--- src/rtl/deser_pkg.sv ---
// -----------------------------------------------------------------------------
// deser_pkg
// Shared definitions for the framed serial deserializer:
//   state_e         - framing state (HUNT waits for frame_start, SHIFT collects)
//   MSB_FIRST_MODE  - first received bit ends up in the MSB of the word
//   LSB_FIRST_MODE  - first received bit ends up in the LSB of the word
// -----------------------------------------------------------------------------
package deser_pkg;

  typedef enum logic {
    HUNT  = 1'b0,
    SHIFT = 1'b1
  } state_e;

  localparam bit MSB_FIRST_MODE = 1'b0;
  localparam bit LSB_FIRST_MODE = 1'b1;

endpackage

--- src/rtl/deser_out_stage.sv ---
// -----------------------------------------------------------------------------
// deser_out_stage
// Output holding register with valid/ready handshake and sticky overrun flag.
//   clk, reset    - clock, asynchronous active-high reset
//   word_done     - a complete word is presented on word_in this cycle
//   word_in       - the completed word
//   out_ready     - downstream accepts parallel_out while out_valid=1
//   overrun_clr   - clears the sticky overrun flag
//   parallel_out  - held word, stable until transferred
//   out_valid     - parallel_out holds an unaccepted word
//   overrun       - sticky: a completed word was dropped
// -----------------------------------------------------------------------------
module deser_out_stage #(
  parameter int WIDTH = 32
) (
  input  logic             clk,
  input  logic             reset,
  input  logic             word_done,
  input  logic [WIDTH-1:0] word_in,
  input  logic             out_ready,
  input  logic             overrun_clr,
  output logic [WIDTH-1:0] parallel_out,
  output logic             out_valid,
  output logic             overrun
);

  logic transfer;
  logic can_load;
  logic drop;

  assign transfer = out_valid & out_ready;
  // The holding register is free if empty or being emptied on this very edge.
  assign can_load = ~out_valid | out_ready;
  assign drop     = word_done & ~can_load;

  // NOTE: state registers are updated with non-blocking assignments only, so
  // every flop samples the pre-edge values regardless of statement order.
  always_ff @(posedge clk or posedge reset) begin
    if (reset) begin
      parallel_out <= '0;
      out_valid    <= 1'b0;
      overrun      <= 1'b0;
    end else begin
      if (word_done && can_load) begin
        parallel_out <= word_in;
        out_valid    <= 1'b1;
      end else if (transfer) begin
        out_valid    <= 1'b0;
      end

      // A fresh drop wins over a clear requested on the same edge.
      if (drop) begin
        overrun <= 1'b1;
      end else if (overrun_clr) begin
        overrun <= 1'b0;
      end
    end
  end

endmodule

--- src/rtl/serial_deser_framed.sv ---
// -----------------------------------------------------------------------------
// serial_deser_framed
// Collects qualified serial bits into WIDTH-bit words. A frame_start marks
// bit 0 of a word; once framed, consecutive words follow without new
// frame_start pulses. Completed words go to a held output with valid/ready.
//   clk, reset    - clock, asynchronous active-high reset
//   serial_in     - serial data bit, used only when bit_valid=1
//   bit_valid     - qualifies serial_in this cycle
//   frame_start   - qualified bit is bit 0 of a new word
//   out_ready     - downstream accepts parallel_out
//   overrun_clr   - clears sticky overrun
//   parallel_out  - completed word
//   out_valid     - parallel_out holds an unaccepted word
//   overrun       - sticky: a completed word was dropped
//   bit_count     - bits accumulated in the current partial word
// Parameters: WIDTH (2..64), LSB_FIRST (0: first bit -> MSB, 1: first bit -> LSB)
// -----------------------------------------------------------------------------
module serial_deser_framed
  import deser_pkg::*;
#(
  parameter int WIDTH     = 32,
  parameter bit LSB_FIRST = MSB_FIRST_MODE
) (
  input  logic                       clk,
  input  logic                       reset,
  input  logic                       serial_in,
  input  logic                       bit_valid,
  input  logic                       frame_start,
  input  logic                       out_ready,
  input  logic                       overrun_clr,
  output logic [WIDTH-1:0]           parallel_out,
  output logic                       out_valid,
  output logic                       overrun,
  output logic [$clog2(WIDTH+1)-1:0] bit_count
);

  localparam int            CW   = $clog2(WIDTH + 1);
  localparam logic [CW-1:0] LAST = CW'(WIDTH - 1);

  state_e           state_q, state_d;
  logic [WIDTH-1:0] sreg_q, sreg_d;
  logic [CW-1:0]    count_q, count_d;
  logic             word_done;

  always_ff @(posedge clk or posedge reset) begin
    if (reset) begin
      state_q <= HUNT;
      sreg_q  <= '0;
      count_q <= '0;
    end else begin
      state_q <= state_d;
      sreg_q  <= sreg_d;
      count_q <= count_d;
    end
  end

  // NOTE: every signal driven here gets a default first, so no path through
  // the block leaves one unassigned and no latch is inferred.
  always_comb begin
    state_d   = state_q;
    sreg_d    = sreg_q;
    count_d   = count_q;
    word_done = 1'b0;

    if (bit_valid) begin
      if (frame_start) begin
        // Restart from any state: the current bit is bit 0 of a new word.
        state_d   = SHIFT;
        sreg_d    = '0;
        sreg_d[0] = serial_in;
        count_d   = CW'(1);
      end else if (state_q == SHIFT) begin
        if (LSB_FIRST == LSB_FIRST_MODE) begin
          // Every position is rewritten once per word, so stale bits from
          // the previous word never leak into the next one.
          for (int i = 0; i < WIDTH; i++) begin
            if (count_q == CW'(i)) begin
              sreg_d[i] = serial_in;
            end
          end
        end else begin
          sreg_d = {sreg_q[WIDTH-2:0], serial_in};
        end

        if (count_q == LAST) begin
          word_done = 1'b1;
          count_d   = '0;
        end else begin
          count_d   = count_q + CW'(1);
        end
      end
    end
  end

  assign bit_count = count_q;

  // The word handed over is the register's next value, so the output is
  // loaded on the same edge that samples the last bit.
  deser_out_stage #(
    .WIDTH(WIDTH)
  ) u_out_stage (
    .clk         (clk),
    .reset       (reset),
    .word_done   (word_done),
    .word_in     (sreg_d),
    .out_ready   (out_ready),
    .overrun_clr (overrun_clr),
    .parallel_out(parallel_out),
    .out_valid   (out_valid),
    .overrun     (overrun)
  );

endmodule

--- config.mk ---
export PLATFORM = sky130hd
export DESIGN_NAME = serial_deser_framed
export DESIGN_NICKNAME = d
export VERILOG_FILES = /design/src/rtl/deser_pkg.sv /design/src/rtl/deser_out_stage.sv /design/src/rtl/serial_deser_framed.sv
export SDC_FILE = /design/constraint.sdc
export NUM_CORES = 1
export LEC_CHECK = 0
export ABC_AREA = 1
export BUFFER_PORTS_ARGS = -buffer_cell sky130_fd_sc_hd__buf_4
export CAP_MARGIN = 30
export CELL_PAD_IN_SITES_DETAIL_PLACEMENT = 2
export CELL_PAD_IN_SITES_GLOBAL_PLACEMENT = 2
export CORE_UTILIZATION = 34
export CTS_CLUSTER_SIZE = 16
export DETAILED_ROUTE_END_ITERATION = 6
export PLACE_DENSITY = 0.81
export RECOVER_POWER = 100
export SETUP_SLACK_MARGIN = 0.15
export SYNTH_ARGS = -nofsm -noshare
export SYNTH_HDL_FRONTEND = slang
export SYNTH_SLANG_ARGS = --single-unit
--- constraint.sdc ---
create_clock -name clk -period 3.8 [get_ports clk]
set_input_delay 1.14 -clock clk [delete_from_list [all_inputs] [get_ports clk]]
set_output_delay 1.14 -clock clk [all_outputs]
set_load 0.01 [all_outputs]
=== Yosys cells after proc, flatten, opt, wreduce, memory -nomap -nowiden ===
Index checks and enable logic that the tools add are counted.

* Reduce and logical (&&, ||, !) cells: 6
* Add/sub/neg operators: 1
* Eq/ne operators: 1
* Bitwise operators: 5
* Mux-type cells: 14

{| class="wikitable"
|+ Operators by type and width
! operator !! count
|-
| $mux 32 || 3
|-
| $mux 6 || 3
|-
| $mux 1 || 8
|-
| $add 6x1->6 const B || 1
|-
| $eq 6x5->1 const B || 1
|-
| $reduce_bool 2->1 || 3
|-
| $reduce_and 2->1 || 2
|-
| $and 1x1->1 || 2
|-
| $not 1->1 || 2
|-
| $logic_and 1x1->1 || 1
|-
| $or 1x1->1 || 1
|}

* Input bits: 7
* Flip-flop bits (word level): 73

=== Longest topological paths before layout ===
Gate-level depths: netlist of run 1.

* Depth after elaboration: 7
* Mapped depth: 9
* Mapped depth without buffers: 8

=== By module ===
A second synthesis of run 1 with hierarchy kept.

* Cell total of the unflattened synthesis: 375
* Area, all modules: 3,239.4 µm²

{| class="wikitable"
|+ Modules (own cells, without submodules)
! module !! instances !! cells an instance !! area each (µm²)
|-
| serial_deser_framed || 1 || 227 || 1,830.5
|-
| deser_out_stage || 1 || 148 || 1,408.9
|}

=== Worst setup path after synthesis of run 1 ===
No wires, ideal clock.

* Path kind: input -> register
* Start point: input bit_valid
* End point: register u_out_stage.parallel_out[17]
* Arrival: 1,820 ps
* Cell stages on the path: 8
* Path buffers: 1
* Slack: 1,863 ps
* Cells stage by stage: nand2_4 -> clkinv_2 -> nand2_2 -> nor2_2 -> nand2_2 -> buf_6 -> nand2_1 -> nand2_1

* Cells in the longest elaborated chain, start to end: 2
* Elaborated cells on any way between the ends: 3

{| class="wikitable"
|+ RTL lines
! element !! line !! source
|-
| from (decl) || serial_deser_framed.sv:27 || <nowiki>input logic bit_valid,</nowiki>
|-
| $mux 1 || serial_deser_framed.sv:65 || <nowiki>if (bit_valid) begin</nowiki>
|-
| $logic_and 1x1->1 || deser_out_stage.sv:44 || <nowiki>if (word_done && can_load) begin</nowiki>
|-
| to (signal assigned) || deser_out_stage.sv:45 || <nowiki>parallel_out <= word_in;</nowiki>
|-
| to (decl) || deser_out_stage.sv:22 || <nowiki>output logic [WIDTH-1:0] parallel_out,</nowiki>
|}

Parallel ways exist; a longest one is shown, timed or not.
A chain may end at the register's enable or synchronous reset.

=== Worst setup path in the final report of run 1 ===
* Start point: input bit_valid
* End point: register u_out_stage.parallel_out[30]

* Elaborated cells on any way between the ends: 3

{| class="wikitable"
|+ RTL lines
! element !! line !! source
|-
| $mux 32 || serial_deser_framed.sv:65 ||
|-
| net sreg_d[30] || serial_deser_framed.sv:41 || <nowiki>logic [WIDTH-1:0] sreg_q, sreg_d;</nowiki>
|}

The timed path passes the listed nets, and every way through them passes these cells.

==> results of run 1 <==
[worst max path at each step]
stage | to | slack [ps] | cells after the start
after global placement | u_out_stage.parallel_out[28] | 1080 | 8
after global routing | sreg_q[12] | 640 | 4
after detailed placement | u_out_stage.parallel_out[27] | 1020 | 8
after CTS | u_out_stage.parallel_out[30] | 1300 | 7
final | u_out_stage.parallel_out[30] | 880 | 7
after floorplan | bit_count[0] | 810 | 1
[per-layer routing]
metal,vias to the layer above,global-route usage (%)
li1,1228,-
met1,1313,23.7
met2,37,33.1
met3,15,2.84
met4,0,7.23
met5,-,0
[registers in the layout (all words and copies together) (netlist names)]
signal and cells:
sreg_q 32, bit_count 6, u_out_stage.overrun 1, u_out_stage.out_valid 1, state_q 1, u_out_stage.parallel_out 32
[power groups by stage]
stage | logic, uW | registers [uW] | clock network [uW]
after global placement | 84.6 | 809 | 0
after detailed placement | 88.0 | 809 | 0
after floorplan | 56.3 | 809 | 0
after CTS | 90.7 | 794 | 765
after global routing | 92.4 | 795 | 793
final | 82.0 | 794 | 746
[logic make-up (layout without fill, tap and decap cells)]
| kind of cell | after synthesis | count (layout) |
|---|---|---|
| AND/OR/NAND/NOR | 165 | 165 |
| flip-flops | 73 | 73 |
| AO/OA/AOI/OAI | 70 | 70 |
| buffers and inverters | 60 | 110 |
| adder cells (fa/ha/maj) | 1 | 1 |
[stage by stage]
stage               setup slack (ps)  power, uW  hold slack, ps  utilization (%)  area (um2)
floorplan                        807        866             485                -        3190
global placement                1080        894             463             40.0        3560
detailed placement              1020        897             470             40.0        3560
CTS                             1300       1650             492             42.6        3790
global route                     644       1680             516             40.7        3620
finish                           877       1620             485             40.7        3620
[worst max-delay path, cell delays in order]
cell and delay (ps):
buf_4 100, nand2_4 210, nor2_2 1050, nand2_1 200, a21oi_1 310, nand2_1 110, nand2_1 70
[cell type report]
class | instances | area (um2) | area share, %
Clock buffer | 11 | 131 | 3.63
Clock inverter | 5 | 104 | 2.87
Tap cell | 108 | 135 | 3.73
Sequential cell | 73 | 1830 | 50.4
Multi-Input combinational cell | 236 | 1040 | 28.8
Inverter | 44 | 166 | 4.60
Timing Repair Buffer | 50 | 215 | 5.94
[placed cells by master (no fill, tap or decap)]
| master | n |
|---|---|
| nand3_1 | 5 |
| clkbuf_4 | 1 |
| a21o_2 | 1 |
| clkinv_2 | 1 |
| nor3_4 | 1 |
| nor2_1 | 9 |
| clkinvlp_2 | 1 |
| clkinv_4 | 1 |
| o21ai_0 | 33 |
| a21oi_1 | 34 |
| nand2_2 | 2 |
| nor2_4 | 1 |
| bufinv_16 | 3 |
| nand2_1 | 143 |
| nand2_4 | 2 |
| clkbuf_8 | 9 |
| clkbuf_1 | 44 |
| nand4_1 | 1 |
| clkbuf_2 | 1 |
| dfrtp_1 | 73 |
| buf_4 | 6 |
| nor2_2 | 1 |
| inv_1 | 43 |
| o211ai_1 | 2 |
| ha_1 | 1 |
==> summary.md, run 1 <==
| Metric | Value |
|---|---|
| Status | finished with violations |
| Failing checks | max-capacitance violations, max-slew violations |
| Worst reg-to-reg setup slack | 1360 ps |
| Synth Register Bits | 73 |
| Fmax | 0.342 GHz |
| Relative slew slack | -16.8% |
| CTS tree | built |
| P_int | 1240 uW |
| DR WL/cell | 16.0 um |
| Die X | 98.9 um |
| Worst-Skew Late Latency | 350 ps |
| Clock Path Buffers | 2 |
| Iteration-0 DRC Markers | 98 |
| CTS root buffer | clkbuf_8 |
| Synth top area share | 57.3% |
| End of the worst hold path | u_out_stage.parallel_out[28] |
| Final worst-path cycle share | 76.9% |
| Pin count of the biggest net entering global routing | 74 |
| Max cap viols | 1 |
| Sink Count | 73 |
| Post-synth EDFFs | 0 |
| Worst Hold Launch | u_out_stage.parallel_out[28] |
| Max Slew Vio Count | 70 |
| GRT Total Usage | 19.0% |
| Static Leak | 0.00173 uW |
| Sw Pwr | 380 uW |
| PortBufs | 46 |
| RSZ-0062 raised after global routing | no |
| Clock Power Share | 46.0% |
| Hpwl dp | 5060 um |
| Final Hold Fails | 0 |
| R2r endpoint | u_out_stage.parallel_out[30] |
| Reg2reg start | state_q |
| Switching share of power | 23.4% |
| Hold buffer count at cts | 0 |
| Rows | 34 |
| # H-tree levels | 3 |
| Final Instance Count excl. Fillers | 527 |
| Die Y-Extent | 98.9 um |
| Synth Area in Adders | 0.392% |
| First-pass GRT wire length | 14600 um |
| Crit end category | flip-flop |
| GP Congestion | 0.740 |
| Core area | 8890 um2 |
| Top sig layer | met4 |
| Wl on met1 | 3770 um |
| CP Class | in -> reg |
| Vias in the first global route | 2942 |
| Post-synth top cells | 142 x nand2_1, 73 x dfrtp_1, 43 x inv_1, 33 x o21ai_0, 32 x a21oi_1 |
| Critical Path RT | 4090 ps |
| Routed wire length | 8420 um |
| Post-synthesis compound-gate area fraction | 11.5% |
| Combinational fraction of design power | 5.1% |
| Syn Area/Cell | 8.64 um2 |
| Leading area contributor after synthesis | dfrtp_1 |
| Via count of the routed design | 2593 |
| Antenna Nets Post-Route | 0 |
| Post-CTS setup repair buffer count | 0 |
| Cts bufs inserted | 9 |
| Critical path arrival | 3210 ps |
| Residual DRC | 0 |
| Vias per inst | 4.92 |
| Proportion of synthesized area in mux cells | 0% |
| CP startpoint | bit_valid |
| Distinct cells, synth | 22 |
| Async S/R FF share, synth | 100% |
| Ranking of synthesized cells by area | dfrtp_1 57%, nand2_1 17%, o21ai_0 5.2%, inv_1 5.1%, a21oi_1 5.0% |
| Ant. Diodes | 0 |
| Wire length on met2 | 4320 um |
| Startpoint types | input port |
| Area growth syn-to-layout | 13.5% |
| Hold Crit Depth | 2 |
| TNS Setup | 0 ps |
| Fin Clk Skew | 8.93 ps |
| Simple-gate share of the synthesized area | 21.3% |
| Final setup viols | 0 |
| Largest family of logic cells by synthesized area | simple AND/OR/NAND/NOR gates |
| Fill cells | 1041 |
| Placed Cells incl. Taps | 510 |
| CP max FO | 37 |
| Layout cells sized above 1 | 7.40% |
| Fin crit period | 2920 ps |
| Initial antenna violation count | 0 |
| FF-to-FF path depth | 6 |
| Syn Inst Count | 369 |
| Post-synthesis sequential area ratio | 57.3% |
| Slew of the pin with the lowest slew margin | 1750 ps |
| VDD IR-drop max | 0.233 mV |
| Ys Warns | 0 |
| Cell Area, Synth | 3190 um2 |
| Syn nets | 377 |
| Fin nets | 422 |
| WL met3 | 172 um |
| XOR/XNOR share of the synthesized area | 0% |
| Die area | 9770 um2 |
| DRT Pass-1 Iters | 4 |
| Starting density of the core | 35.9% |
| Ys flop type | dfrtp_1 |
| Flop pwr share | 48.9% |
| Count leader, synth | nand2_1 |
| Power Dens Cells | 448 nW/um2 |
| I/O pin total | 47 |
| Grt total ovfl | 0 |
| CTS clk-pin slew, worst paths | 80 ps |
| # resized after CTS | 0 |
| Hold Crit Class | reg -> reg |
(Power assumes the default switching activity.)
==> run 2: changes to the inputs <==
==> constraint.sdc (replaced) <==
create_clock -name clk -period 2.9 [get_ports clk]
set_input_delay 0.87 -clock clk [delete_from_list [all_inputs] [get_ports clk]]
set_output_delay 0.87 -clock clk [all_outputs]
set_load 0.01 [all_outputs]
==> run 2 against run 1 <==
  * The run now ends clean
  * Clock skew increased by 4.1 ps
  * Non-clock buffer count increased by 5
  * Cell area rose by 0.76%
  * Routed wire length down 0.42%
  * First-iteration DRC count rose by 8.2%
  * Clock power up 12%
  * Critical path depth increased by 2
  * Critical endpoint is now u_out_stage.parallel_out[16]
  * Largest cell class unchanged
==> summary.md, run 2 (synthesis gave the netlist of run 1 again) <==
| Metric | Value |
|---|---|
| Slew of the pin with the lowest slew margin | 1120 ps (-636 ps) |
| Critical path's most frequent cell | nand2_1 |
| Area growth syn-to-layout | 14.4% |
| RSZ-0062 raised after global routing | no |
| P_int | 1480 uW (+19%) |
| Static Leak | 0.00173 uW (+0.18%) |
| Reg2reg start | bit_count[1] |
| I/O pin total | 47 (unchanged) |
| Worst stage delay on the critical path | 340 ps (-710 ps) |
| Fin nets | 427 (+1.2%) |
| CP startpoint | bit_valid |
| Fin Clk Skew | 13.0 ps (+4.07 ps) |
| Worst-Skew Late Latency | 360 ps (about the same) |
| Critical path arrival | 2560 ps (-650 ps) |
| Register area | 1830 um2 (unchanged) |
| CTS root buffer | clkbuf_8 |
| Layout cells sized above 1 | 8.49% (+1.1 points) |
| Ant. Diodes | 0 (unchanged) |
| Multi-input logic area | 1050 um2 (+0.96%) |
| Placed Cells incl. Taps | 516 (+1.2%) |
| R2r endpoint | u_out_stage.parallel_out[9] |
| Fill cells | 1061 (+1.9%) |
| Flop pwr share | 52.4% (+3.5 points) |
| Power Dens Cells | 545 nW/um2 (+22%) |
| Pin count of the biggest net entering global routing | 33 (-55%) |
| Switching share of power | 25.5% (+2.1 points) |
| DR WL/cell | 15.8 um (-1.4%) |
| Hold buffer count at cts | 0 (unchanged) |
| # H-tree levels | 3 (unchanged) |
| Combinational fraction of design power | 5.6% (+0.5 points) |
| VDD IR-drop max | 0.235 mV (+1.1%) |
| Final setup viols | 0 (unchanged) |
| Hpwl dp | 5360 um (+6.1%) |
| Fmax | 0.440 GHz |
| CP max FO | 32 (-14%) |
| Vias in the first global route | 2883 (-2.0%) |
| Sw Pwr | 506 uW (+33%) |
| Clock Path Buffers | 2 (unchanged) |
| Clock Power Share | 42.0% (-4.0 points) |
| Max cap viols | 0 (-1) |
| Routed wire length | 8390 um (-0.42%) |
| Iteration-0 DRC Markers | 106 (+8.2%) |
| GRT Total Usage | 18.7% (-0.27 points) |
| Final Hold Fails | 0 (unchanged) |
| Final Instance Count excl. Fillers | 532 (+0.95%) |
| GP Congestion | 0.735 (-0.66%) |
| Status | finished clean |
| Via count of the routed design | 2611 (+0.69%) |
| # resized after CTS | 0 (unchanged) |
| Cts bufs inserted | 9 (unchanged) |
| Startpoint types | input port |
| Most frequent cells in the layout | 142 x nand2_1, 73 x dfrtp_1, 46 x clkbuf_1 |
| Worst reg-to-reg setup slack | 910 ps (-450 ps) |
| Initial antenna violation count | 0 (unchanged) |
| Residual DRC | 0 (unchanged) |
| Die Y-Extent | 98.9 um (unchanged) |
| Final worst-path cycle share | 78.4% |
| Relative slew slack | 25.5% (+42 points) |
| Core area | 8890 um2 (unchanged) |
| Post-CTS setup repair buffer count | 0 (unchanged) |
| CTS tree | built |
| Grt total ovfl | 0 (unchanged) |
| TNS Setup | 0 ps (unchanged) |
| CTS clk-pin slew, worst paths | 80 ps (about the same) |
| Vias per inst | 4.91 (-0.25%) |
| Most common library cell in the layout ignoring fill and taps | nand2_1 |
| Fin crit period | 2270 ps |
| First-pass GRT wire length | 14100 um (-3.2%) |
| Die X | 98.9 um (unchanged) |
| Crit end category | flip-flop |
| Sink Count | 73 (unchanged) |
| Crit path cell chain | clkbuf_1, nand2_4, clkbuf_1, nor2_4, buf_4, nand2_1, a21oi_1, nand2_1, nand2_1 |
| Hold Crit Class | reg -> reg |
| Die area | 9770 um2 (unchanged) |
| Critical Path RT | 3190 ps (-900 ps) |
| Starting density of the core | 35.9% (unchanged) |
| Antenna Nets Post-Route | 0 (unchanged) |
| CP Class | in -> reg |
| Max Slew Vio Count | 0 (-100%) |
| FF-to-FF path depth | 8 (+2) |
| PortBufs | 46 (unchanged) |
| Slowest CP cell | buf_4 |
| DRT Pass-1 Iters | 6 (+2) |
| Crit path to | u_out_stage.parallel_out[16] |
| Rows | 34 (unchanged) |
## run 2: cell count changes in the layout (fill, tap and decap cells not counted), moves of 2 or more
cell / delta
buf_12: +2
bufinv_16: -2
clkbuf_1: +2
clkinvlp_4: +2
## run 2: layer usage
layer	GRT usage (%)	vias to the layer above	wire, um
li1	-	1239	-
met1	23.8	1327	3940
met2	32.1	37	4140
met3	3.40	8	214
met4	6.54	0	99
met5	0	-	0
## run 2: worst min-delay path by stage
stage,from,to,slack [ps],cells past startpoint
floorplan,sreg_q[16],sreg_q[17],490,2
global placement,u_out_stage.parallel_out[0],u_out_stage.parallel_out[0],460,2
CTS,u_out_stage.parallel_out[1],u_out_stage.parallel_out[1],500,2
global route,u_out_stage.parallel_out[30],u_out_stage.parallel_out[30],520,2
finish,u_out_stage.parallel_out[1],u_out_stage.parallel_out[1],480,2
detailed placement,u_out_stage.parallel_out[22],u_out_stage.parallel_out[22],470,2
## run 2: worst max-delay path: cells and delay by family
family / cells / cell delay, ps
buffers and inverters: 3 / 790
AND/OR/NAND/NOR: 5 / 610
AO/OA/AOI/OAI: 1 / 280
## run 2: power by group through the flow
stage / clock network [uW] / registers (uW) / logic (uW)
final: 834 / 1040 / 112
after global routing: 895 / 1040 / 128
after CTS: 866 / 1040 / 126
after detailed placement: 0 / 1060 / 123
after global placement: 0 / 1060 / 118
after floorplan: 0 / 1060 / 73.7
## run 2: area by class of cell
cell class	count	area share, %
inverter	44	4.56
tap	108	3.70
multi-input combinational	236	28.8
timing repair buffer	55	7.20
sequential	73	50.1
clock buffer	10	3.77
clock inverter	6	1.85
## run 2: per-stage QoR
step                setup WS (ps)  util, %  hold slack (ps)  cell area (um2)  total power, uW
finish                        626     41.0              484             3650             1990
CTS                           849     43.1              496             3830             2030
global route                  399     41.0              520             3650             2060
floorplan                     177        -              485             3190             1130
global placement              600     40.8              463             3630             1180
detailed placement            530     40.8              468             3630             1180
==> run 3: changes to the inputs <==
--- a/config.mk
+++ b/config.mk
@@ -5,12 +5,12 @@
 export SDC_FILE = /design/constraint.sdc
 export NUM_CORES = 1
 export LEC_CHECK = 0
-export ABC_AREA = 1
+export ABC_AREA = 0
 export BUFFER_PORTS_ARGS = -buffer_cell sky130_fd_sc_hd__buf_4
 export CAP_MARGIN = 30
 export CELL_PAD_IN_SITES_DETAIL_PLACEMENT = 2
 export CELL_PAD_IN_SITES_GLOBAL_PLACEMENT = 2
-export CORE_UTILIZATION = 34
+export CORE_UTILIZATION = 39
 export CTS_CLUSTER_SIZE = 16
 export DETAILED_ROUTE_END_ITERATION = 6
 export PLACE_DENSITY = 0.81
==> constraint.sdc (replaced) <==
create_clock -name clk -period 2.3 [get_ports clk]
set_input_delay 0.69 -clock clk [delete_from_list [all_inputs] [get_ports clk]]
set_output_delay 0.69 -clock clk [all_outputs]
set_load 0.01 [all_outputs]
==> run 3 against run 2 <==
  * First-iteration DRC count rose by 26%
  * Largest power group unchanged
  * Count of clock-buffer cells in the layout unchanged
  * Combinational power grew 49%
  * Area after synthesis increased by 6.1%
  * Synthesized cell count fell by 30%
  * Utilization grew 4.9 points
  * Cell area grew 4.5%
  * Sequential share of layout area fell by 2.2 points
  * Critical path depth fell by 4
==> summary.md, run 3 <==
| Metric | Value |
|---|---|
| Async S/R FF share, synth | 100% (unchanged) |
| Starting density of the core | 40.8% (+4.9 points) |
| Slew of the pin with the lowest slew margin | 1000 ps (-116 ps) |
| Count leader, synth | dfrtp_1 |
| Post-synthesis sequential area ratio | 54.0% (-3.3 points) |
| Ys flop type | dfrtp_1 |
| CP Class | reg -> reg |
| Leading area contributor after synthesis | dfrtp_1 |
| Residual DRC | 0 (unchanged) |
| Post-synth EDFFs | 0 (unchanged) |
| Most common library cell in the layout ignoring fill and taps | dfrtp_1 |
| Iteration-0 DRC Markers | 134 (+26%) |
| Syn Inst Count | 257 (-30%) |
| Layout cells sized above 1 | 17.2% (+8.7 points) |
| CTS root buffer | clkbuf_8 |
| GRT Total Usage | 19.8% (+1.1 points) |
| Reg2reg start | bit_count[1] |
| Ranking of synthesized cells by area | dfrtp_1 54%, a221o_1 9.2%, mux2_4 8.9%, nor2b_1 5.5%, and2_1 5.0% |
| Fmax | 0.498 GHz |
| Sink Count | 73 (unchanged) |
| Worst Hold Launch | u_out_stage.parallel_out[17] |
| Die Y-Extent | 95.2 um (-3.7%) |
| Post-CTS setup repair buffer count | 0 (unchanged) |
| Crit end category | flip-flop |
| CTS clk-pin slew, worst paths | 80 ps (about the same) |
| CP startpoint | bit_count[1] |
| Worst reg-to-reg setup slack | 290 ps (-620 ps) |
| Sw Pwr | 640 uW (+26%) |
| CTS tree | built |
| Cell Area, Synth | 3380 um2 (+6.1%) |
| Ys Warns | 0 (unchanged) |
| Rows | 33 (-2.9%) |
| I/O pin total | 47 (unchanged) |
| Via count of the routed design | 2253 (-14%) |
| Initial antenna violation count | 0 (unchanged) |
| End of the worst hold path | u_out_stage.parallel_out[17] |
| Grt total ovfl | 0 (unchanged) |
| Synth top area share | 54.0% (-3.3 points) |
| Ant. Diodes | 0 (unchanged) |
| Status | finished clean |
| Post-synth top cells | 73 x dfrtp_1, 31 x a221o_1, 30 x nor2b_1, 27 x and2_1, 20 x mux2_4 |
| Syn Area/Cell | 13.2 um2 (+52%) |
| Vias in the first global route | 2534 (-12%) |
| Final Hold Fails | 0 (unchanged) |
| Power Dens Cells | 664 nW/um2 (+22%) |
| Fin Clk Skew | 11.5 ps (-1.49 ps) |
| Final Cell Area | 3810 um2 (+4.5%) |
| Die area | 9050 um2 (-7.3%) |
| PortBufs | 46 (unchanged) |
| Antenna Nets Post-Route | 0 (unchanged) |
| Final worst-path cycle share | 87.4% |
| Max Slew Vio Count | 0 (unchanged) |
| FF-to-FF path depth | 5 (-3) |
| Hold Crit Class | reg -> reg |
| Fin crit period | 2010 ps |
| Clock Path Buffers | 2 (unchanged) |
| Core area | 8300 um2 (-6.7%) |
| Die X | 95.2 um (-3.7%) |
| # resized after CTS | 0 (unchanged) |
| Routed wire length | 8160 um (-2.7%) |
| VDD IR-drop max | 0.253 mV (+7.6%) |
| # H-tree levels | 3 (unchanged) |
| GP Congestion | 0.767 (+4.5%) |
| CP max FO | 32 (unchanged) |
| Hpwl dp | 4990 um (-7.0%) |
| Critical Path RT | 2530 ps (-660 ps) |
| Hold Crit Depth | 1 (-1) |
| Static Leak | 0.00184 uW (+6.2%) |
| First-pass GRT wire length | 13400 um (-5.6%) |
| Max cap viols | 0 (unchanged) |
| Clock Power Share | 40.7% (-1.3 points) |
| Relative slew slack | 33.3% (+7.8 points) |
| DR WL/cell | 19.5 um (+24%) |
| Fin nets | 317 (-26%) |
| Startpoint types | flip-flop |
| Vias per inst | 5.38 (+9.6%) |
| Switching share of power | 25.3% (-0.21 points) |
| Worst-Skew Late Latency | 350 ps (about the same) |
| Pin count of the biggest net entering global routing | 74 (+120%) |
| Area growth syn-to-layout | 12.6% |
| RSZ-0062 raised after global routing | no |
| R2r endpoint | u_out_stage.parallel_out[28] |
| Syn nets | 265 (-30%) |
| Combinational fraction of design power | 6.6% (+1.0 points) |
| Cell Area, Placed | 3840 um2 (+5.9%) |
| Hold buffer count at cts | 0 (unchanged) |
| Fin util | 45.9% (+4.9 points) |
| DRT Pass-1 Iters | 4 (-2) |
| Flop pwr share | 52.7% (+0.3 points) |
| Critical path arrival | 2240 ps (-320 ps) |
| Final setup viols | 0 (unchanged) |
| Synth Register Bits | 73 (unchanged) |
| P_int | 1890 uW (+28%) |
| Cts bufs inserted | 9 (unchanged) |
| Distinct cells, synth | 34 (+55%) |
| Most frequent cells in the layout | 73 x dfrtp_1, 42 x clkbuf_1, 31 x a221o_1 |
## run 3: kinds of logic (layout without fill, tap and decap cells)
family          after synthesis  in the layout  share of synthesized area [%]
simple gates                 81             81                           15.6
mux                          33             33                           13.2
flops                        73             73                           54.0
fa+ha+maj                     1              1                          0.370
compound gates               45             45                           12.2
buf+inv                      24             81                           4.70
## run 3: critical path, stage by stage (launching register included)
cell and delay, ps:
dfrtp_1 450, ha_1 330, nand4b_4 170, nor3b_4 200
buf_6 340, mux2_2 390
## run 3: power by group through the flow
stage / clock network, uW / registers [uW] / logic, uW
2_1_floorplan: 0 / 1360 / 98.3
3_3_place_gp: 0 / 1360 / 172
3_5_place_dp: 0 / 1360 / 182
4_1_cts: 1050 / 1330 / 184
5_1_grt: 1120 / 1340 / 186
6_report: 1030 / 1330 / 167
## run 3: area by class of cell
type	instances	area [um2]
Clock buffer	10	138
Clock inverter	6	65.1
Fill cell	854	4490
Inverter	7	27.5
Multi-Input combinational cell	160	1340
Sequential cell	73	1830
Tap cell	105	131
Timing Repair Buffer	58	289
## run 3: layer usage
metal  part of all wire [%]  GRT usage, %  wire length (um)  vias up
met3                    3.7          5.34               305        8
met4                   0.97          5.30                79        0
met5                      0             0                 0        -
met2                     50          33.5              4080       39
met1                     45          24.8              3700     1176
li1                       -             -                 -     1030
## run 3: worst max path at each step
stage                                   end  slack [ps]  cells past startpoint
2_1_floorplan  u_out_stage.parallel_out[10]         500                      4
3_3_place_gp    u_out_stage.parallel_out[9]          50                      5
3_5_place_dp    u_out_stage.parallel_out[2]         -90                      5
4_1_cts         u_out_stage.parallel_out[2]         290                      5
5_1_grt        u_out_stage.parallel_out[30]         150                      5
6_report       u_out_stage.parallel_out[28]         290                      5
## run 3: metrics by stage
stage          std cells  hold WS [ps]  setup slack [ps]  setup TNS (ps)  power (uW)
2_1_floorplan        257           484               496               0        1460
3_3_place_gp         402           473              50.0               0        1530
3_5_place_dp         402           481             -85.5            -541        1540
4_1_cts              418           458               291               0        2570
5_1_grt              419           522               155               0        2640
6_report             419           491               290               0        2530
